$ cat src/rtl/pw_pkg.sv
// Shared types and constants for the keypad password lock.
// Optional build macro PW_CHANGE_EN (used by pw_entry_ctrl) enables
// changing the stored password while the lock is open.
package pw_pkg;

    typedef enum logic [2:0] {
        IDLE,
        ENTRY,
        CHECK,
        OPEN,
        LOCKOUT
    } pw_state_t;

    localparam int         DIGIT_W = 4;
    localparam logic [3:0] BCD_MAX = 4'd9;

    // True for a keypad code that is a real decimal digit.
    function automatic logic is_bcd(input logic [DIGIT_W-1:0] d);
        return d <= BCD_MAX;
    endfunction

endpackage

$ cat src/rtl/pw_lockout_timer.sv
// Lockout down-counter: load with LOCK_CYCLES-1, count down to zero and hold.
// The zero flag tells the controller the final lockout cycle has arrived.
module pw_lockout_timer #(
    parameter int LOCK_CYCLES = 1000
) (
    input  logic clk,
    input  logic reset,
    input  logic load,
    input  logic dec,
    output logic zero
);

    localparam int            TW       = (LOCK_CYCLES > 1) ? $clog2(LOCK_CYCLES) : 1;
    localparam logic [TW-1:0] LOAD_VAL = TW'(LOCK_CYCLES - 1);

    logic [TW-1:0] cnt_q;

    // Load takes precedence; decrement stops at zero so the flag stays asserted.
    always_ff @(posedge clk or posedge reset) begin
        if (reset) begin
            cnt_q <= '0;
        end else if (load) begin
            cnt_q <= LOAD_VAL;
        end else if (dec && (cnt_q != '0)) begin
            cnt_q <= cnt_q - TW'(1);
        end
    end

    assign zero = (cnt_q == '0);

endmodule

$ cat src/rtl/pw_entry_ctrl.sv
// Keypad password lock sequencer: collects BCD digits into an entry word,
// compares on enter, opens the lock or counts failures, and enforces a timed
// lockout after MAX_FAIL consecutive failures.
// Optional build macro PW_CHANGE_EN: while OPEN, a full-length entry followed
// by enter replaces the stored password. Without it the password is the
// constant DEFAULT_PW and keys are ignored while OPEN.
// Status outputs are registered from the current state, so they trail the
// state register by one cycle (enter -> CHECK -> unlock/fail_pulse visible
// two edges after enter is sampled).
module pw_entry_ctrl
    import pw_pkg::*;
#(
    parameter int                   DIGITS      = 4,
    parameter int                   MAX_FAIL    = 5,
    parameter int                   LOCK_CYCLES = 1000,
    parameter logic [4*DIGITS-1:0]  DEFAULT_PW  = 16'h1234
) (
    input  logic                         clk,
    input  logic                         reset,
    input  logic                         key_valid,
    input  logic [3:0]                   key_digit,
    input  logic                         key_enter,
    input  logic                         key_clear,
    input  logic                         relock,
    output logic                         unlock,
    output logic                         lockout,
    output logic                         fail_pulse,
    output logic [$clog2(DIGITS+1)-1:0]  entry_cnt,
    output logic [3:0]                   fail_cnt
);

    localparam int               PW_W       = DIGITS * DIGIT_W;
    localparam int               CNT_W      = $clog2(DIGITS + 1);
    localparam logic [CNT_W-1:0] CNT_FULL   = CNT_W'(DIGITS);
    localparam logic [3:0]       FAIL_LIMIT = 4'(MAX_FAIL);

    pw_state_t       state_q, state_d;
    logic [PW_W-1:0] buf_q;
    logic [PW_W-1:0] pw;
    logic            digit_ok;
    logic            match;
    logic            buf_shift, buf_clr;
    logic            fail_inc, fail_clr;
    logic            tmr_load, tmr_dec, tmr_zero;
    logic            chk_fail, chk_fail_q;
`ifdef PW_CHANGE_EN
    logic            pw_load;
    logic [PW_W-1:0] pw_q;
`endif

    // Failure counter increment that sticks at MAX_FAIL instead of wrapping.
    function automatic logic [3:0] fail_sat_inc(input logic [3:0] c);
        return (c < FAIL_LIMIT) ? c + 4'd1 : c;
    endfunction

    // A digit is accepted only if it is BCD and the buffer still has room.
    assign digit_ok = key_valid && is_bcd(key_digit) && (entry_cnt != CNT_FULL);
    assign match    = (entry_cnt == CNT_FULL) && (buf_q == pw);

    // State register.
    always_ff @(posedge clk or posedge reset) begin
        if (reset) begin
            state_q <= IDLE;
        end else begin
            state_q <= state_d;
        end
    end

    // Next-state and datapath control; clear beats enter beats a new digit.
    always_comb begin
        state_d   = state_q;
        buf_shift = 1'b0;
        buf_clr   = 1'b0;
        fail_inc  = 1'b0;
        fail_clr  = 1'b0;
        tmr_load  = 1'b0;
        tmr_dec   = 1'b0;
        chk_fail  = 1'b0;
`ifdef PW_CHANGE_EN
        pw_load   = 1'b0;
`endif
        case (state_q)
            IDLE: begin
                if (key_clear) begin
                    buf_clr = 1'b1;
                end else if (key_enter) begin
                    state_d = CHECK;
                end else if (digit_ok) begin
                    buf_shift = 1'b1;
                    state_d   = ENTRY;
                end
            end
            ENTRY: begin
                if (key_clear) begin
                    buf_clr = 1'b1;
                    state_d = IDLE;
                end else if (key_enter) begin
                    state_d = CHECK;
                end else if (digit_ok) begin
                    buf_shift = 1'b1;
                end
            end
            CHECK: begin
                buf_clr = 1'b1;
                if (match) begin
                    fail_clr = 1'b1;
                    state_d  = OPEN;
                end else begin
                    chk_fail = 1'b1;
                    fail_inc = 1'b1;
                    if (fail_sat_inc(fail_cnt) == FAIL_LIMIT) begin
                        tmr_load = 1'b1;
                        state_d  = LOCKOUT;
                    end else begin
                        state_d  = IDLE;
                    end
                end
            end
            OPEN: begin
                if (relock) begin
                    buf_clr = 1'b1;
                    state_d = IDLE;
                end
`ifdef PW_CHANGE_EN
                else if (key_clear) begin
                    buf_clr = 1'b1;
                end else if (key_enter) begin
                    buf_clr = 1'b1;
                    pw_load = (entry_cnt == CNT_FULL);
                end else if (digit_ok) begin
                    buf_shift = 1'b1;
                end
`endif
            end
            LOCKOUT: begin
                if (tmr_zero) begin
                    fail_clr = 1'b1;
                    state_d  = IDLE;
                end else begin
                    tmr_dec  = 1'b1;
                end
            end
            default: begin
                state_d = IDLE;
            end
        endcase
    end

    // Entry buffer: new digit enters the LS nibble, older digits move left.
    always_ff @(posedge clk or posedge reset) begin
        if (reset) begin
            buf_q     <= '0;
            entry_cnt <= '0;
        end else if (buf_clr) begin
            buf_q     <= '0;
            entry_cnt <= '0;
        end else if (buf_shift) begin
            buf_q     <= (buf_q << DIGIT_W) | PW_W'(key_digit);
            entry_cnt <= entry_cnt + CNT_W'(1);
        end
    end

    // Consecutive failure counter.
    always_ff @(posedge clk or posedge reset) begin
        if (reset) begin
            fail_cnt <= 4'd0;
        end else if (fail_clr) begin
            fail_cnt <= 4'd0;
        end else if (fail_inc) begin
            fail_cnt <= fail_sat_inc(fail_cnt);
        end
    end

`ifdef PW_CHANGE_EN
    // Stored password, replaced by a complete entry submitted while open.
    always_ff @(posedge clk or posedge reset) begin
        if (reset) begin
            pw_q <= DEFAULT_PW;
        end else if (pw_load) begin
            pw_q <= buf_q;
        end
    end

    assign pw = pw_q;
`else
    assign pw = DEFAULT_PW;
`endif

    // Registered status outputs; fail_pulse is delayed to line up with unlock.
    always_ff @(posedge clk or posedge reset) begin
        if (reset) begin
            unlock     <= 1'b0;
            lockout    <= 1'b0;
            chk_fail_q <= 1'b0;
            fail_pulse <= 1'b0;
        end else begin
            unlock     <= (state_q == OPEN);
            lockout    <= (state_q == LOCKOUT);
            chk_fail_q <= chk_fail;
            fail_pulse <= chk_fail_q;
        end
    end

    pw_lockout_timer #(
        .LOCK_CYCLES(LOCK_CYCLES)
    ) u_timer (
        .clk   (clk),
        .reset (reset),
        .load  (tmr_load),
        .dec   (tmr_dec),
        .zero  (tmr_zero)
    );

endmodule
$ cat config.mk
export PLATFORM = sky130hd
export DESIGN_NAME = pw_entry_ctrl
export DESIGN_NICKNAME = d
export VERILOG_FILES = /design/src/rtl/pw_pkg.sv /design/src/rtl/pw_lockout_timer.sv /design/src/rtl/pw_entry_ctrl.sv
export SDC_FILE = /design/constraint.sdc
export NUM_CORES = 1
export LEC_CHECK = 0
export ABC_CLOCK_PERIOD_IN_PS = 5900
export CAP_MARGIN = 10
export CORE_MARGIN = 2
export CORE_UTILIZATION = 61
export DETAILED_ROUTE_END_ITERATION = 6
export GPL_TIMING_DRIVEN = 0
export PLACE_DENSITY = 0.93
export SYNTH_ARGS = -nofsm -noshare
export SYNTH_HDL_FRONTEND = slang
export SYNTH_HIERARCHICAL = 1
export SYNTH_SLANG_ARGS = --single-unit
$ cat constraint.sdc
create_clock -name clk -period 5.9 [get_ports clk]
set_input_delay 0.885 -clock clk [delete_from_list [all_inputs] [get_ports clk]]
set_output_delay 0.885 -clock clk [all_outputs]
set_load 0.005 [all_outputs]
==> Implementation_results.wiki, run 1 <==
{| class="wikitable"
! Metric !! Value
|-
| Final Power || ~910 uW
|-
| Number of global-route vias before repair || between 1500 and 2000
|-
| Number of levels the H-tree was split into || 2
|-
| Placed cell count || approximately 280
|-
| Post-Syn Instances || 210
|-
| Residual antenna-violating net count after detailed routing || 0
|-
| Logic depth of the worst setup path including buffers || 7
|-
| Post-route setup TNS || 0 ns
|-
| Hold/Removal Path Class || reg -> reg
|-
| Status || complete, no violations
|-
| Count of max-cap constraint violations || 0
|-
| Final GP Congestion || about 0.83
|-
| Share of final-layout standard cells stronger than drive strength 1 || between 9 and 10%
|-
| Number of fill cells in the layout || 224
|-
| Data arrival time of the critical path || about 3 ns
|-
| Initial Util || 62.7%
|-
| Post-synth EDFFs || 0
|-
| CP Data Required Time || 6.18 ns
|-
| Die outline height || just over 60 um
|-
| Clock input transition at the sequential cells of the worst setup and hold paths || roughly 0.12 ns
|-
| Total of warnings raised by yosys || 6
|-
| Post-layout min period || roughly 2.7 ns
|-
| Largest fanout on the critical path || 9
|-
| Worst r2r path cells || 7
|-
| Flip-flop and latch count after synthesis || 40
|-
| Critical-path cell with the highest stage delay || nor3_1
|-
| Pin count of the biggest net entering global routing || 31
|-
| Transition time at the pin with the least slew margin || around 0.83 ns
|-
| Average vias per placed instance || roughly 5.8
|-
| Initial antenna violation count || 0
|-
| Last element of the critical path || u_timer/cnt_q[1]
|-
| Count of vias placed by the detailed router || 1654
|-
| Area growth from synthesis to final layout || 16.4%
|-
| Share of the cycle needed by the critical path after routing || approximately 46%
|-
| Maximum vdd drop || roughly 0.25 mV
|-
| Fraction of post-synthesis cell area in the top cell type by area || 48.6%
|-
| Sequential cell area || between 1000 and 1500 um2
|-
| Avg WL per Cell || 15.7 um
|-
| Final layout net count || about 250
|-
| Global-route wire length before repair || around 6600 um
|-
| I/O pin count || 20
|-
| CTS tree || built
|-
| Number of clock buffers inserted by TritonCTS || 5
|-
| CTS max path bufs || 2
|-
| Count of non-filler cells in the finished layout || around 280
|-
| Total setup violations reported at the end of the flow || 0
|-
| Static leakage || ~1.1 nW
|-
| Post-CTS setup buffers || 0
|-
| Crit Reg-Reg Startpoint || state_q[2]
|-
| Width of the chip || between 60 and 70 um
|-
| Syn_nets || about 230
|-
| Relative max-transition margin || 44.5%
|-
| Register-to-Register Setup Slack || around 3.2 ns
|-
| Standard-cell row count || 21
|-
| Detailed-route DRC error count || 0
|-
| Area taken by multi-input logic gates || about 950 um2
|-
| Unrepaired setup endpoints after global routing || no
|-
| Port bufs || 19
|-
| Hold Buf Count CTS || 0
|-
| Kind of end point of the critical path || flop
|-
| Crit path cell chain || buf_6 -> or3b_1 -> buf_2 -> or3_4 -> nor3_1 -> inv_1 -> a31oi_1
|-
| CTS sink count || 40
|-
| Type of element launching the critical path || flop
|-
| Slowest stage delay, CP || slightly below 0.7 ns
|-
| Total wirelength of the detailed-routed design || ~4500 um
|-
| Pre-antenna DRT Iters || 4
|-
| Number of DRC violations after detailed-routing iteration 0 || 122
|-
| WP buf/inv || 3
|-
| Final HPWL from detailed placement || about 3000 um
|-
| Share of flip-flops with an asynchronous set or reset || 100%
|-
| Master cell of the clock root buffer || clkbuf_4
|-
| Most area-hungry cell type in the Yosys netlist || dfrtp_1
|-
| Final hold violations || 0
|-
| Worst reg2reg endpoint || u_timer/cnt_q[1]
|-
| CP Launch Point || state_q[2]
|-
| Total grt overflow || 0
|-
| Top area cells in the synthesized netlist || dfrtp_1, mux2i_1, nor2_1
|-
| Worst path top cell family by delay || simple AND/OR/NAND/NOR gates
|-
| Resized cells post-CTS || 0
|-
| Placeable core region || roughly 3300 um2
|-
| Total power divided by cell area || roughly 380 nW/um2
|-
| Crit Path Class || reg -> reg
|-
| Top FF cell, synth || dfrtp_1
|-
| Final Slew Violations || 0
|-
| Ant. Diodes || 0
|-
| Latest clock arrival within the worst-skew pair || about 0.35 ns
|-
| Clock skew || between 0.007 and 0.008 ns
|-
| Total standard cell area after synthesis || between 2000 and 2500 um2
|-
| Fmax || between 0.3 and 0.4 GHz
|-
| Count of different cell masters after synthesis || 42
|-
| GRT Overall Usage || around a quarter
|-
| Fraction of the yosys area taken by sequential cells || between 40% and 50%
|-
| Full die area || 3850 um2
|-
| Average footprint of a synthesized cell || slightly below 10 um2
|}
[power breakdown]
part | switching [mW] | internal [mW]
clock | 0.0905 | 0.0568
combinational | 0.177 | 0.161
sequential | 0.0840 | 0.337
[metal layers]
| metal | vias up | track usage, % | wire [um] |
|---|---|---|---|
| met5 | - | 0 | 0 |
| met4 | 0 | 13.4 | 68 |
| met3 | 7 | 7.45 | 199 |
| met2 | 57 | 37.1 | 2260 |
| met1 | 802 | 29.5 | 1930 |
| li1 | 788 | - | - |
[worst reg2reg max path: stages (launching register included)]
cell	delay, ns
dfrtp_1	0.39
buf_6	0.13
or3b_1	0.35
buf_2	0.16
or3_4	0.41
nor3_1	0.69
inv_1	0.28
a31oi_1	0.23
[kinds of logic (layout without fill, tap and decap cells)]
group | count (synthesis) | in the layout | share of synthesized area [%]
AND/OR/NAND/NOR | 88 | 88 | 23.7
flip-flops | 40 | 40 | 48.6
XOR/XNOR | 5 | 5 | 2.13
multiplexers | 16 | 16 | 7.78
AO/OA/AOI/OAI | 32 | 32 | 9.67
buffers and inverters | 24 | 52 | 5.05
adder cells (fa/ha/maj) | 5 | 5 | 3.04
[layout make-up]
type | count | area share (%)
timing repair buffer | 20 | 9.09
tap | 46 | 2.40
multi-input combinational | 146 | 39.8
buffer | 6 | 1.52
inverter | 18 | 2.82
clock buffer | 6 | 2.14
clock inverter | 2 | 0.418
sequential | 40 | 41.8
[worst min path at each step]
stage	startpoint	endpoint	slack [ns]	depth (start not counted)
2_1_floorplan	chk_fail_q	fail_pulse	0.33	0
3_3_place_gp	chk_fail_q	fail_pulse	0.34	0
3_5_place_dp	chk_fail_q	fail_pulse	0.34	0
4_1_cts	chk_fail_q	fail_pulse	0.37	0
5_1_grt	chk_fail_q	fail_pulse	0.38	0
6_report	chk_fail_q	fail_pulse	0.37	0
[Yosys cell counts, types with 2 or more instances]
| cell type | number |
|---|---|
| nand2_1 | 10 |
| a31oi_1 | 5 |
| buf_2 | 2 |
| o22ai_1 | 2 |
| dfrtp_1 | 40 |
| xnor2_1 | 4 |
| nor4_1 | 2 |
| nor2b_1 | 3 |
| nor2_1 | 32 |
| nand3b_1 | 4 |
| nand3_1 | 5 |
| o21ai_0 | 10 |
| nand2b_1 | 2 |
| or3_4 | 2 |
| o31ai_1 | 3 |
| nor3_1 | 9 |
| nand4_1 | 6 |
| clkbuf_1 | 2 |
| nor3b_1 | 2 |
| mux2i_1 | 16 |
| inv_1 | 18 |
| a21oi_1 | 7 |
| ha_1 | 5 |
[placed cells by master (no fill, tap or decap), types with 3 or more instances in the layout]
master           count
nor2_1              32
nand2_1             10
dfrtp_1             40
a21oi_1              7
ha_1                 5
a31oi_1              5
inv_1               18
o31ai_1              3
mux2i_1             16
o21ai_0             10
nand3_1              5
nand3b_1             4
nor2b_1              3
nor3_1               9
clkbuf_4             5
nand4_1              6
clkdlybuf4s50_1     19
xnor2_1              4
[flip-flops by register name, indices dropped and copies added, names as in the netlist]
name / count
fail_pulse: 1
buf_q: 16
fail_cnt: 4
lockout: 1
state_q: 3
chk_fail_q: 1
unlock: 1
entry_cnt: 3
u_timer/cnt_q: 10
[through the flow]
stage	instance area (um2)	hold WS [ns]	util, %	setup slack [ns]
floorplan	2060	0.331	-	3.65
global placement	2310	0.337	70.2	3.21
detailed placement	2310	0.344	70.2	3.18
CTS	2370	0.372	72.1	3.22
global route	2390	0.385	72.9	3.07
finish	2390	0.371	72.9	3.17
No activity file was read; power rests on OpenSTA's default activity.
==> inputs of run 2 (changes only) <==
--- a/config.mk
+++ b/config.mk
@@ -5,13 +5,13 @@
 export SDC_FILE = /design/constraint.sdc
 export NUM_CORES = 1
 export LEC_CHECK = 0
-export ABC_CLOCK_PERIOD_IN_PS = 5900
+export ABC_CLOCK_PERIOD_IN_PS = 2560
 export CAP_MARGIN = 10
 export CORE_MARGIN = 2
-export CORE_UTILIZATION = 61
+export CORE_UTILIZATION = 56
 export DETAILED_ROUTE_END_ITERATION = 6
 export GPL_TIMING_DRIVEN = 0
-export PLACE_DENSITY = 0.93
+export PLACE_DENSITY = 0.87
 export SYNTH_ARGS = -nofsm -noshare
 export SYNTH_HDL_FRONTEND = slang
 export SYNTH_HIERARCHICAL = 1
==> constraint.sdc (replaced) <==
create_clock -name clk -period 2.56 [get_ports clk]
set_input_delay 0.384 -clock clk [delete_from_list [all_inputs] [get_ports clk]]
set_output_delay 0.384 -clock clk [all_outputs]
set_load 0.005 [all_outputs]
==> run 2 against run 1 <==
  * Worst setup slack worse by 3.0 ns
  * Worst hold slack got worse by 0.0085 ns
  * Via count down 2.2%
  * Fmax increased by 13%
  * Largest cell class unchanged
  * Largest power group unchanged
  * Highest routed layer unchanged
==> Implementation_results.wiki, run 2 (synthesized netlist as in run 1, its figures left out) <==
{| class="wikitable"
! Metric !! Value
|-
| Worst setup slack after placement || -0.0809 ns
|-
| Largest fanout on the critical path || 5
|-
| Final setup slack of the worst path || approximately 0.15 ns
|-
| Global-route wire length before repair || about 6900 um
|-
| Most flops, register || buf_q
|-
| Full die area || about 4200 um2
|-
| Internal power summed over all cells || around 1.3 mW
|-
| Pre-antenna DRT Iters || 6
|-
| Total power divided by cell area || approximately 880 nW/um2
|-
| CTS max path bufs || 2
|-
| Fmax || just over 0.4 GHz
|-
| Ant. Diodes || 0
|-
| Standard-cell row count || 22
|-
| Total grt overflow || 0
|-
| Fraction of power spent switching nets || 37.7%
|-
| Final layout net count || 252
|-
| Area taken by multi-input logic gates || 963 um2
|-
| Final hold violations || 0
|-
| Fraction of power consumed by sequential logic || 44.8%
|-
| Kind of end point of the critical path || flop
|-
| Hold/Removal Path Class || reg -> reg
|-
| Crit Path Class || reg -> reg
|-
| Die outline height || between 60 and 70 um
|-
| Data arrival time of the critical path || between 2 and 3 ns
|-
| Width of the chip || roughly 65 um
|-
| Most frequent standard cell in the layout excluding fill and tap cells || dfrtp_1
|-
| Total setup violations reported at the end of the flow || 0
|-
| Pin count of the biggest net entering global routing || 31
|-
| Final HPWL from detailed placement || ~2900 um
|-
| CP Launch Point || u_timer/cnt_q[0]
|-
| Number of fill cells in the layout || between 200 and 300
|-
| Largest register FFs || 16
|-
| Combinational share of power || a little over a third
|-
| Post-layout min period || roughly 2.4 ns
|-
| Count of vias placed by the detailed router || approximately 1600
|-
| Clock skew || about 0.011 ns
|-
| Initial Util || approximately 57%
|-
| CP Data Required Time || between 2 and 3 ns
|-
| Number of clock buffers inserted by TritonCTS || 5
|-
| Area growth from synthesis to final layout || 18.2%
|-
| Count of max-cap constraint violations || 0
|-
| Relative max-transition margin || 52.2%
|-
| Sequential cell area || 1000 um2
|-
| I/O pin count || 20
|-
| Number of DRC violations after detailed-routing iteration 0 || approximately 160
|-
| Maximum vdd drop || 0.482 mV
|-
| Latest clock arrival within the worst-skew pair || about 0.3 ns
|-
| CTS tree || built
|-
| Final GP Congestion || ~0.84
|-
| Clock input transition at the sequential cells of the worst setup and hold paths || around 0.080 ns
|-
| Final Power || 2.15 mW
|-
| Status || complete, no violations
|-
| Total wirelength of the detailed-routed design || between 4000 and 5000 um
|-
| Final Slew Violations || 0
|-
| Type of element launching the critical path || flop
|-
| Placed cell count || roughly 280
|-
| Worst reg2reg endpoint || u_timer/cnt_q[4]
|-
| Average vias per placed instance || between 5 and 6
|-
| Number of global-route vias before repair || 1539
|-
| Initial antenna violation count || 0
|-
| Number of levels the H-tree was split into || 2
|-
| Largest registers || buf_q (16), u_timer/cnt_q (10), fail_cnt (4)
|-
| CTS sink count || 40
|-
| Power share of the clock group || slightly below 20%
|-
| Residual antenna-violating net count after detailed routing || 0
|-
| Worst r2r path cells || 10
|-
| Post-CTS setup buffers || 0
|-
| Share of final-layout standard cells stronger than drive strength 1 || a little over a tenth
|-
| Worst slack on hold paths || roughly 0.36 ns
|-
| Placeable core region || between 3000 and 4000 um2
|-
| Master cell of the clock root buffer || clkbuf_8
|-
| Crit Reg-Reg Startpoint || u_timer/cnt_q[0]
|-
| Share of the cycle needed by the critical path after routing || approximately 94%
|-
| Count of non-filler cells in the finished layout || about 290
|-
| Transition time at the pin with the least slew margin || between 0.7 and 0.8 ns
|-
| Most frequent cells in the layout || dfrtp_1, nor2_1, clkdlybuf4s50_1, inv_1, mux2i_1
|-
| Switching power summed over all nets || around 800 uW
|-
| Last element of the critical path || u_timer/cnt_q[4]
|-
| Register-to-Register Setup Slack || approximately 0.15 ns
|-
| Detailed-route DRC error count || 0
|-
| Static leakage || approximately 1.1 nW
|-
| GRT Overall Usage || roughly 22%
|-
| Port bufs || 19
|-
| Avg WL per Cell || 14.8 um
|}
## run 2: cell types whose count changed in the layout (fill, tap and decap cells not counted)
cell,change
nor3_2,+2
clkbuf_8,+4
nor3_1,-2
clkbuf_4,-5
clkinv_4,+1
## run 2: stage by stage
step | TNS, ns | util [%] | instance area [um2]
detailed placement | -0.101 | 64.0 | 2310
global placement | -0.0491 | 64.0 | 2310
CTS | 0 | 66.6 | 2400
floorplan | 0 | - | 2060
global route | -0.0330 | 67.5 | 2430
finish | 0 | 67.5 | 2430
## run 2: per-layer routing
metal,track usage (%),wire length [um],up-vias
met2,33.9,1970,32
met1,29.1,2050,789
met3,5.38,138,10
li1,-,-,787
met4,8.24,91,0
met5,0,0,-
## run 2: cell type report
class	count	area share, %
flip-flops and latches	40	41.1
multi-input cells	146	39.6
repair buffers	20	8.95
clock buffers	5	2.83
inverters	18	2.78
well taps	48	2.47
plain buffers	6	1.49
clock inverters	3	0.771
## run 2: how the worst min path moves through the flow
stage,slack [ns],depth (start not counted),to,startpoint
after global placement,0.33,0,fail_pulse,chk_fail_q
after CTS,0.37,0,fail_pulse,chk_fail_q
after detailed placement,0.35,0,fail_pulse,chk_fail_q
after global routing,0.38,0,fail_pulse,chk_fail_q
final,0.36,0,fail_pulse,chk_fail_q
after floorplan,0.22,1,u_timer/cnt_q[0],reset
## run 2: what timing repair did
action	4_1_cts	5_1_grt
resized for setup	1	1
hold buffers	0	0
endpoints found under the setup margin	3	2
## run 2: power groups by stage
stage | sequential [mW] | clock, mW | combinational [mW]
after CTS | 0.956 | 0.422 | 0.761
after global placement | 0.960 | 0 | 0.730
final | 0.962 | 0.415 | 0.770
after global routing | 0.990 | 0.448 | 0.865
after detailed placement | 0.966 | 0 | 0.753
after floorplan | 0.935 | 0 | 0.542
## run 2: critical path, cell delays in order, from the launching register on
cell and delay, ns:
dfrtp_1 0.41, inv_1 0.11, ha_1 0.23, nor4b_2 0.29
nand2_1 0.19, nor3_2 0.30, nor2_1 0.14, and4bb_2 0.31
o21ai_2 0.08, xor2_1 0.17, nor2_1 0.05
